**src/rtl/fsm_pkg.sv**
```systemverilog
// Shared types for the job driver and its IDLE/BUSY/WAITING responder.
// Holds the responder state encoding, the driver state enum and default parameters.
package fsm_pkg;

    typedef enum logic [1:0] {
        RSP_IDLE    = 2'b00,
        RSP_BUSY    = 2'b01,
        RSP_WAITING = 2'b10
    } rsp_state_e;

    typedef enum logic [2:0] {
        D_IDLE,
        D_START,
        D_RUN,
        D_HOLD,
        D_RESUME,
        D_FINISH
    } drv_state_e;

    localparam int TIMEOUT_DEFAULT = 16;
    localparam int LEN_W_DEFAULT   = 8;

endpackage

```
**src/rtl/fsm_ack_timer.sv**
```systemverilog
// Acknowledge timer: counts enabled cycles since the last clear.
// expired is high while the count sits at TIMEOUT-1, i.e. on the TIMEOUT-th enabled cycle.
module fsm_ack_timer #(
    parameter int TIMEOUT = 16
) (
    input  logic clk,
    input  logic rst,
    input  logic clear,
    input  logic enable,
    output logic expired
);

    localparam int CNT_W = $clog2(TIMEOUT + 1);

    logic [CNT_W-1:0] count_reg;

    always_ff @(posedge clk or posedge rst) begin
        if (rst) begin
            count_reg <= '0;
        end else if (clear) begin
            count_reg <= '0;
        end else if (enable) begin
            count_reg <= count_reg + CNT_W'(1);
        end
    end

    // Independent of enable so the caller can gate it without a combinational loop.
    assign expired = (count_reg == CNT_W'(TIMEOUT - 1));

endmodule

```
**src/rtl/fsm_job_driver.sv**
```systemverilog
// Job driver: issues start/wait/finish to the responder and counts beats per job.
// Optional FSM_JOB_DRIVER_STATS_EN adds completed-job and stall-cycle counters.
module fsm_job_driver
    import fsm_pkg::*;
#(
    parameter int LEN_W   = LEN_W_DEFAULT,
    parameter int TIMEOUT = TIMEOUT_DEFAULT
) (
    input  logic             i_clk,
    input  logic             i_rst,
    input  logic             i_job_valid,
    output logic             o_job_ready,
    input  logic [LEN_W-1:0] i_job_len,
    input  logic             i_stall,
    input  logic [1:0]       i_state,
    output logic             o_start,
    output logic             o_wait,
    output logic             o_finish,
    output logic             o_beat,
    output logic             o_done,
    output logic             o_error
`ifdef FSM_JOB_DRIVER_STATS_EN
    ,
    output logic [15:0]      o_jobs_done,
    output logic [15:0]      o_stall_cycles
`endif
);

    drv_state_e       state_reg, state_next;
    logic [LEN_W-1:0] remain_reg, remain_next;
    logic             done_reg, done_next;
    logic             error_reg, error_next;
    logic             tmr_clear, tmr_enable, tmr_expired;

    always_ff @(posedge i_clk or posedge i_rst) begin
        if (i_rst) begin
            state_reg  <= D_IDLE;
            remain_reg <= '0;
            done_reg   <= 1'b0;
            error_reg  <= 1'b0;
        end else begin
            state_reg  <= state_next;
            remain_reg <= remain_next;
            done_reg   <= done_next;
            error_reg  <= error_next;
        end
    end

    always_comb begin
        state_next  = state_reg;
        remain_next = remain_reg;
        done_next   = 1'b0;
        error_next  = error_reg;
        tmr_enable  = 1'b0;
        case (state_reg)
            D_IDLE: begin
                if (i_job_valid) begin
                    if (i_job_len == '0) begin
                        done_next = 1'b1;
                    end else begin
                        remain_next = i_job_len;
                        state_next  = D_START;
                    end
                end
            end
            D_START, D_RESUME: begin
                tmr_enable = 1'b1;
                if (i_state == RSP_BUSY) begin
                    state_next = D_RUN;
                end else if (tmr_expired) begin
                    state_next  = D_IDLE;
                    error_next  = 1'b1;
                    remain_next = '0;
                end
            end
            D_RUN: begin
                // Stall wins even on the last beat, so the job parks in HOLD first.
                if (i_stall) begin
                    state_next = D_HOLD;
                end else begin
                    remain_next = remain_reg - LEN_W'(1);
                    if (remain_reg == LEN_W'(1)) begin
                        state_next = D_FINISH;
                    end
                end
            end
            D_HOLD: begin
                tmr_enable = (i_state != RSP_WAITING);
                if (i_state == RSP_WAITING) begin
                    if (!i_stall) begin
                        state_next = D_RESUME;
                    end
                end else if (tmr_expired) begin
                    state_next  = D_IDLE;
                    error_next  = 1'b1;
                    remain_next = '0;
                end
            end
            D_FINISH: begin
                tmr_enable = 1'b1;
                if (i_state == RSP_IDLE) begin
                    done_next  = 1'b1;
                    state_next = D_IDLE;
                end else if (tmr_expired) begin
                    state_next  = D_IDLE;
                    error_next  = 1'b1;
                    remain_next = '0;
                end
            end
            default: begin
                state_next = D_IDLE;
            end
        endcase
    end

    // Every state change restarts the acknowledge window.
    assign tmr_clear = (state_next != state_reg);

    fsm_ack_timer #(
        .TIMEOUT (TIMEOUT)
    ) u_ack_timer (
        .clk     (i_clk),
        .rst     (i_rst),
        .clear   (tmr_clear),
        .enable  (tmr_enable),
        .expired (tmr_expired)
    );

    assign o_job_ready = (state_reg == D_IDLE);
    assign o_start     = (state_reg == D_START) || (state_reg == D_RESUME);
    assign o_wait      = (state_reg == D_HOLD);
    assign o_finish    = (state_reg == D_FINISH);
    assign o_beat      = (state_reg == D_RUN) && !i_stall;
    assign o_done      = done_reg;
    assign o_error     = error_reg;

`ifdef FSM_JOB_DRIVER_STATS_EN
    logic [15:0] jobs_done_reg;
    logic [15:0] stall_cycles_reg;

    always_ff @(posedge i_clk or posedge i_rst) begin
        if (i_rst) begin
            jobs_done_reg    <= '0;
            stall_cycles_reg <= '0;
        end else begin
            if (done_next) begin
                jobs_done_reg <= jobs_done_reg + 16'd1;
            end
            if ((state_reg == D_HOLD) && (stall_cycles_reg != 16'hFFFF)) begin
                stall_cycles_reg <= stall_cycles_reg + 16'd1;
            end
        end
    end

    assign o_jobs_done    = jobs_done_reg;
    assign o_stall_cycles = stall_cycles_reg;
`endif

endmodule

```
**config.mk**
```make
export PLATFORM = sky130hd
export DESIGN_NAME = fsm_job_driver
export DESIGN_NICKNAME = d
export VERILOG_FILES = /design/src/rtl/fsm_pkg.sv /design/src/rtl/fsm_ack_timer.sv /design/src/rtl/fsm_job_driver.sv
export SDC_FILE = /design/constraint.sdc
export NUM_CORES = 1
export LEC_CHECK = 0
export ABC_AREA = 1
export CAP_MARGIN = 0
export CORE_AREA = 2 2 48 83
export CTS_BUF_LIST = sky130_fd_sc_hd__clkbuf_4 sky130_fd_sc_hd__clkbuf_8
export DETAILED_ROUTE_END_ITERATION = 6
export DIE_AREA = 0 0 50 85
export PLACE_DENSITY = 0.54
export SETUP_SLACK_MARGIN = 0.15
export SLEW_MARGIN = 20
export SYNTH_ARGS = -nofsm -noshare
export SYNTH_HDL_FRONTEND = slang
export SYNTH_SLANG_ARGS = --single-unit
```
**constraint.sdc**
```tcl
create_clock -name i_clk -period 4 [get_ports i_clk]
set_input_delay 0.6 -clock i_clk [delete_from_list [all_inputs] [get_ports i_clk]]
set_output_delay 0.6 -clock i_clk [all_outputs]
set_load 0.005 [all_outputs]
```
==> summary.txt <==
Logic synthesis
  – Yosys warning total: 0
  – Asr flop ratio synth: between 90% and 100%
  – Most frequent cell after synthesis: nand2_1
  – Count of different cell masters after synthesis: 24
  – Post-synth EDFFs: 0
  – Synthesized area: about 1300 µm²
  – Dominant synthesized flop cell: dfrtp_1
  – Cells after Synth: 200
  – Syn_nets: ~220
  – #FFs+latches synth: 18
  – Synth Area per Inst: roughly 6.5 µm²
  – Commonest cells post-synth: nand2_1 (59), inv_1 (32), nor2_1 (26)
  – Synth top area share: between 30% and 40%
  – Yosys top cell by area: dfrtp_1
  – Largest cells by area after synthesis: dfrtp_1 (35%), nand2_1 (17%), inv_1 (9.3%)
  – Register area share after synthesis: a little over a third

Timing
  – Hold Vio Cnt, Final: 0
  – Hold slack: 0.486 ns
  – RSZ-0062 raised after global routing: no
  – Final Max Slew Viols: 0
  – Tcrit/Tclk final: between 60% and 70%
  – Fin crit period: about 2.5 ns
  – Setup violations, final: 0
  – Slew Limit Headroom: a little over half
  – Slew @ Worst Pin: roughly 0.7 ns
  – F_max: roughly 410 MHz
  – Worst Skew: around 0.0061 ns
  – Final TNS setup: 0 ns

GRT
  – Gr usage total: between 15 and 20%
  – Met3 Track Usage GR: under 10%
  – First-pass GRT wire length: 5.78 mm
  – Total grt overflow: 0
  – Met1 Track Usage GR: about a fifth
  – Antenna violations before repair: 0
  – Vias in the first global route: 1,308
  – Largest net degree at the start of global routing: 19
  – GR peak layer: met2
  – Met2 Use GR: between 30% and 40%

Pwr
  – Max IR drop VDD: between 200 and 300 µV
  – PwrDens: approximately 660 nW/µm²
  – Static Leak: ~0.81 nW

Die
  – Area of the die: 4250 µm²
  – Die Height: roughly 85 µm
  – Die X: approximately 50 µm
  – Site row count: 29
  – Initial core utilization: approximately 36%
  – I/O Pins: 21
  – Core Area: 3590 µm²

Routing
  – DRT Wirelength: approximately 3.3 mm
  – Via density: between 4 and 5
  – DR iter-0 viols: 30
  – DR vias: ~1.3k
  – DRT antenna net count: 0
  – WL per Instance: about 12 µm
  – Drt first pass iters: 4
  – DRC viols: 0

Clock tree
  – Longest Clk Path Bufs: 2
  – Reg clk slew, reported paths: 0.07 ns
  – CTS Sinks: 18
  – CTS tree: done
  – CTS Buf Count: 3
  – Post-CTS Setup Bufs: 0
  – Post-CTS resize count: 0
  – Clk_lat worst skew: approximately 0.26 ns
  – CTS Hold Bufs: 0
  – H-Tree Depth: 1
  – Root buf cell: clkbuf_8

Critical path
  – Buf/Inv on CP: 3
  – R2R Setup Slk: around 2.0 ns
  – Worst setup path class: flop to primary output
  – Critical-path cell list: inv_2 > nand2_2 > nor2_4 > inv_2 > nor2_4 > clkdlybuf4s50_1
  – Worst reg2reg path endpoint: u_ack_timer.count_reg[2]
  – CP max stage delay: ~0.5 ns
  – RR Startpoint: u_ack_timer.count_reg[0]
  – Crit path DAT: around 1.9 ns
  – CP max-delay cell: clkdlybuf4s50_1
  – CP Capture Type: primary output
  – WP data required: between 3 and 4 ns
  – CP max FO: 8
  – CP startpoint kind: flop
  – CP top delay family: buffers and inverters
  – R2r worst-path depth: 15

Outcome
  – Outcome: finished clean

Flow run
  – Max-cap violations: 0

Hold path
  – Hold_sp: o_error
  – Worst Hold Class: flop to flop
  – Hold Path Sink: o_error
  – WHS Path Cells: 1

Cells and area
  – ANT cells: 0
  – Fillers: approximately 380
  – Area Growth Syn to Fin: 23.6%
  – Post-Layout Cell Count: between 200 and 300
  – Multi-input logic area: roughly 700 µm²
  – Layout cells sized above 1: roughly 6.3%
  – Seq. cell area: approximately 450 µm²
  – NumNets Final: 242
  – Max reg flops: 8

Place
  – Routability cong.: about 0.91
  – IO Port Bufs: 20
  – Hpwl dp: around 2.6 mm
  – Placed cells: approximately 270
-- power by group --
group / internal (mW) / total, mW / switching, mW
combinational: 0.222 / 0.613 / 0.392
clock: 0.0877 / 0.154 / 0.0659
sequential: 0.240 / 0.291 / 0.0510
total: 0.549 / 1.06 / 0.509
-- layout make-up --
type                    instances  area share, %
clock buffers                   4           3.44
flip-flops and latches         18           28.1
inverters                      36           8.44
well taps                      46           3.60
multi-input cells             145           43.9
repair buffers                 20           12.5
-- through the flow --
step	power [mW]	setup slack, ns	util [%]	area (µm²)
finish	1.06	1.54	44.5	1600
global route	1.19	1.41	44.5	1600
CTS	1.06	1.53	44.5	1600
detailed placement	0.906	1.60	43.0	1550
global placement	0.902	1.65	43.0	1550
floorplan	0.744	2.23	-	1290
-- worst register-to-register path: cells and delay by family (launching register included) --
kind	cells	cell delay (ns)
buffers and inverters	1	0.10
and+or+nand+nor	12	0.97
adders and majority gates	2	0.44
DFF	1	0.42
-- how the worst max path moves through the flow --
stage                             start  cells after the start                  endpoint  slack (ns)
3_3_place_gp                    i_stall                      3                    o_beat        1.65
6_report                   state_reg[2]                      6                    o_beat        1.54
3_5_place_dp                 i_state[1]                     10  u_ack_timer.count_reg[2]        1.60
2_1_floorplan  u_ack_timer.count_reg[0]                     15  u_ack_timer.count_reg[0]        2.23
5_1_grt                    state_reg[0]                      6                    o_beat        1.41
4_1_cts                    state_reg[0]                      6                    o_beat        1.53
-- cell families (layout without fill, tap and decap cells) --
family / count (synthesis) / after routing / synth area share (%)
compound gates: 32 / 32 / 13.8
xor+xnor: 4 / 4 / 2.71
fa+ha+maj: 4 / 4 / 3.86
buf+inv: 37 / 60 / 11.0
flops: 18 / 18 / 34.8
simple gates: 105 / 105 / 33.8
-- metal layers --
layer	share of wire, %	vias to the layer above	routed length [µm]
li1	-	672	-
met3	2.2	8	71
met1	41	593	1340
met4	2.5	0	80
met5	0	-	0
met2	54	23	1760
-- placed cells by master (no fill, tap or decap) --
master           count
xor2_1               2
inv_1               32
o21ai_0             12
a21oi_1              2
nand3_1             11
o2111ai_1            1
ha_1                 4
o21ai_1              9
nor2_1              26
xnor2_1              2
clkbuf_8             4
dfrtp_1             18
nand2_1             59
nor2_2               2
o22ai_1              5
a21oi_2              1
clkdlybuf4s50_1     20
inv_2                4
nor3_1               2
o21bai_1             1
nand4_1              1
o211ai_1             1
and3_1               1
nor2_4               2
nand2_2              1
No activity file was read; power rests on OpenSTA's default activity.
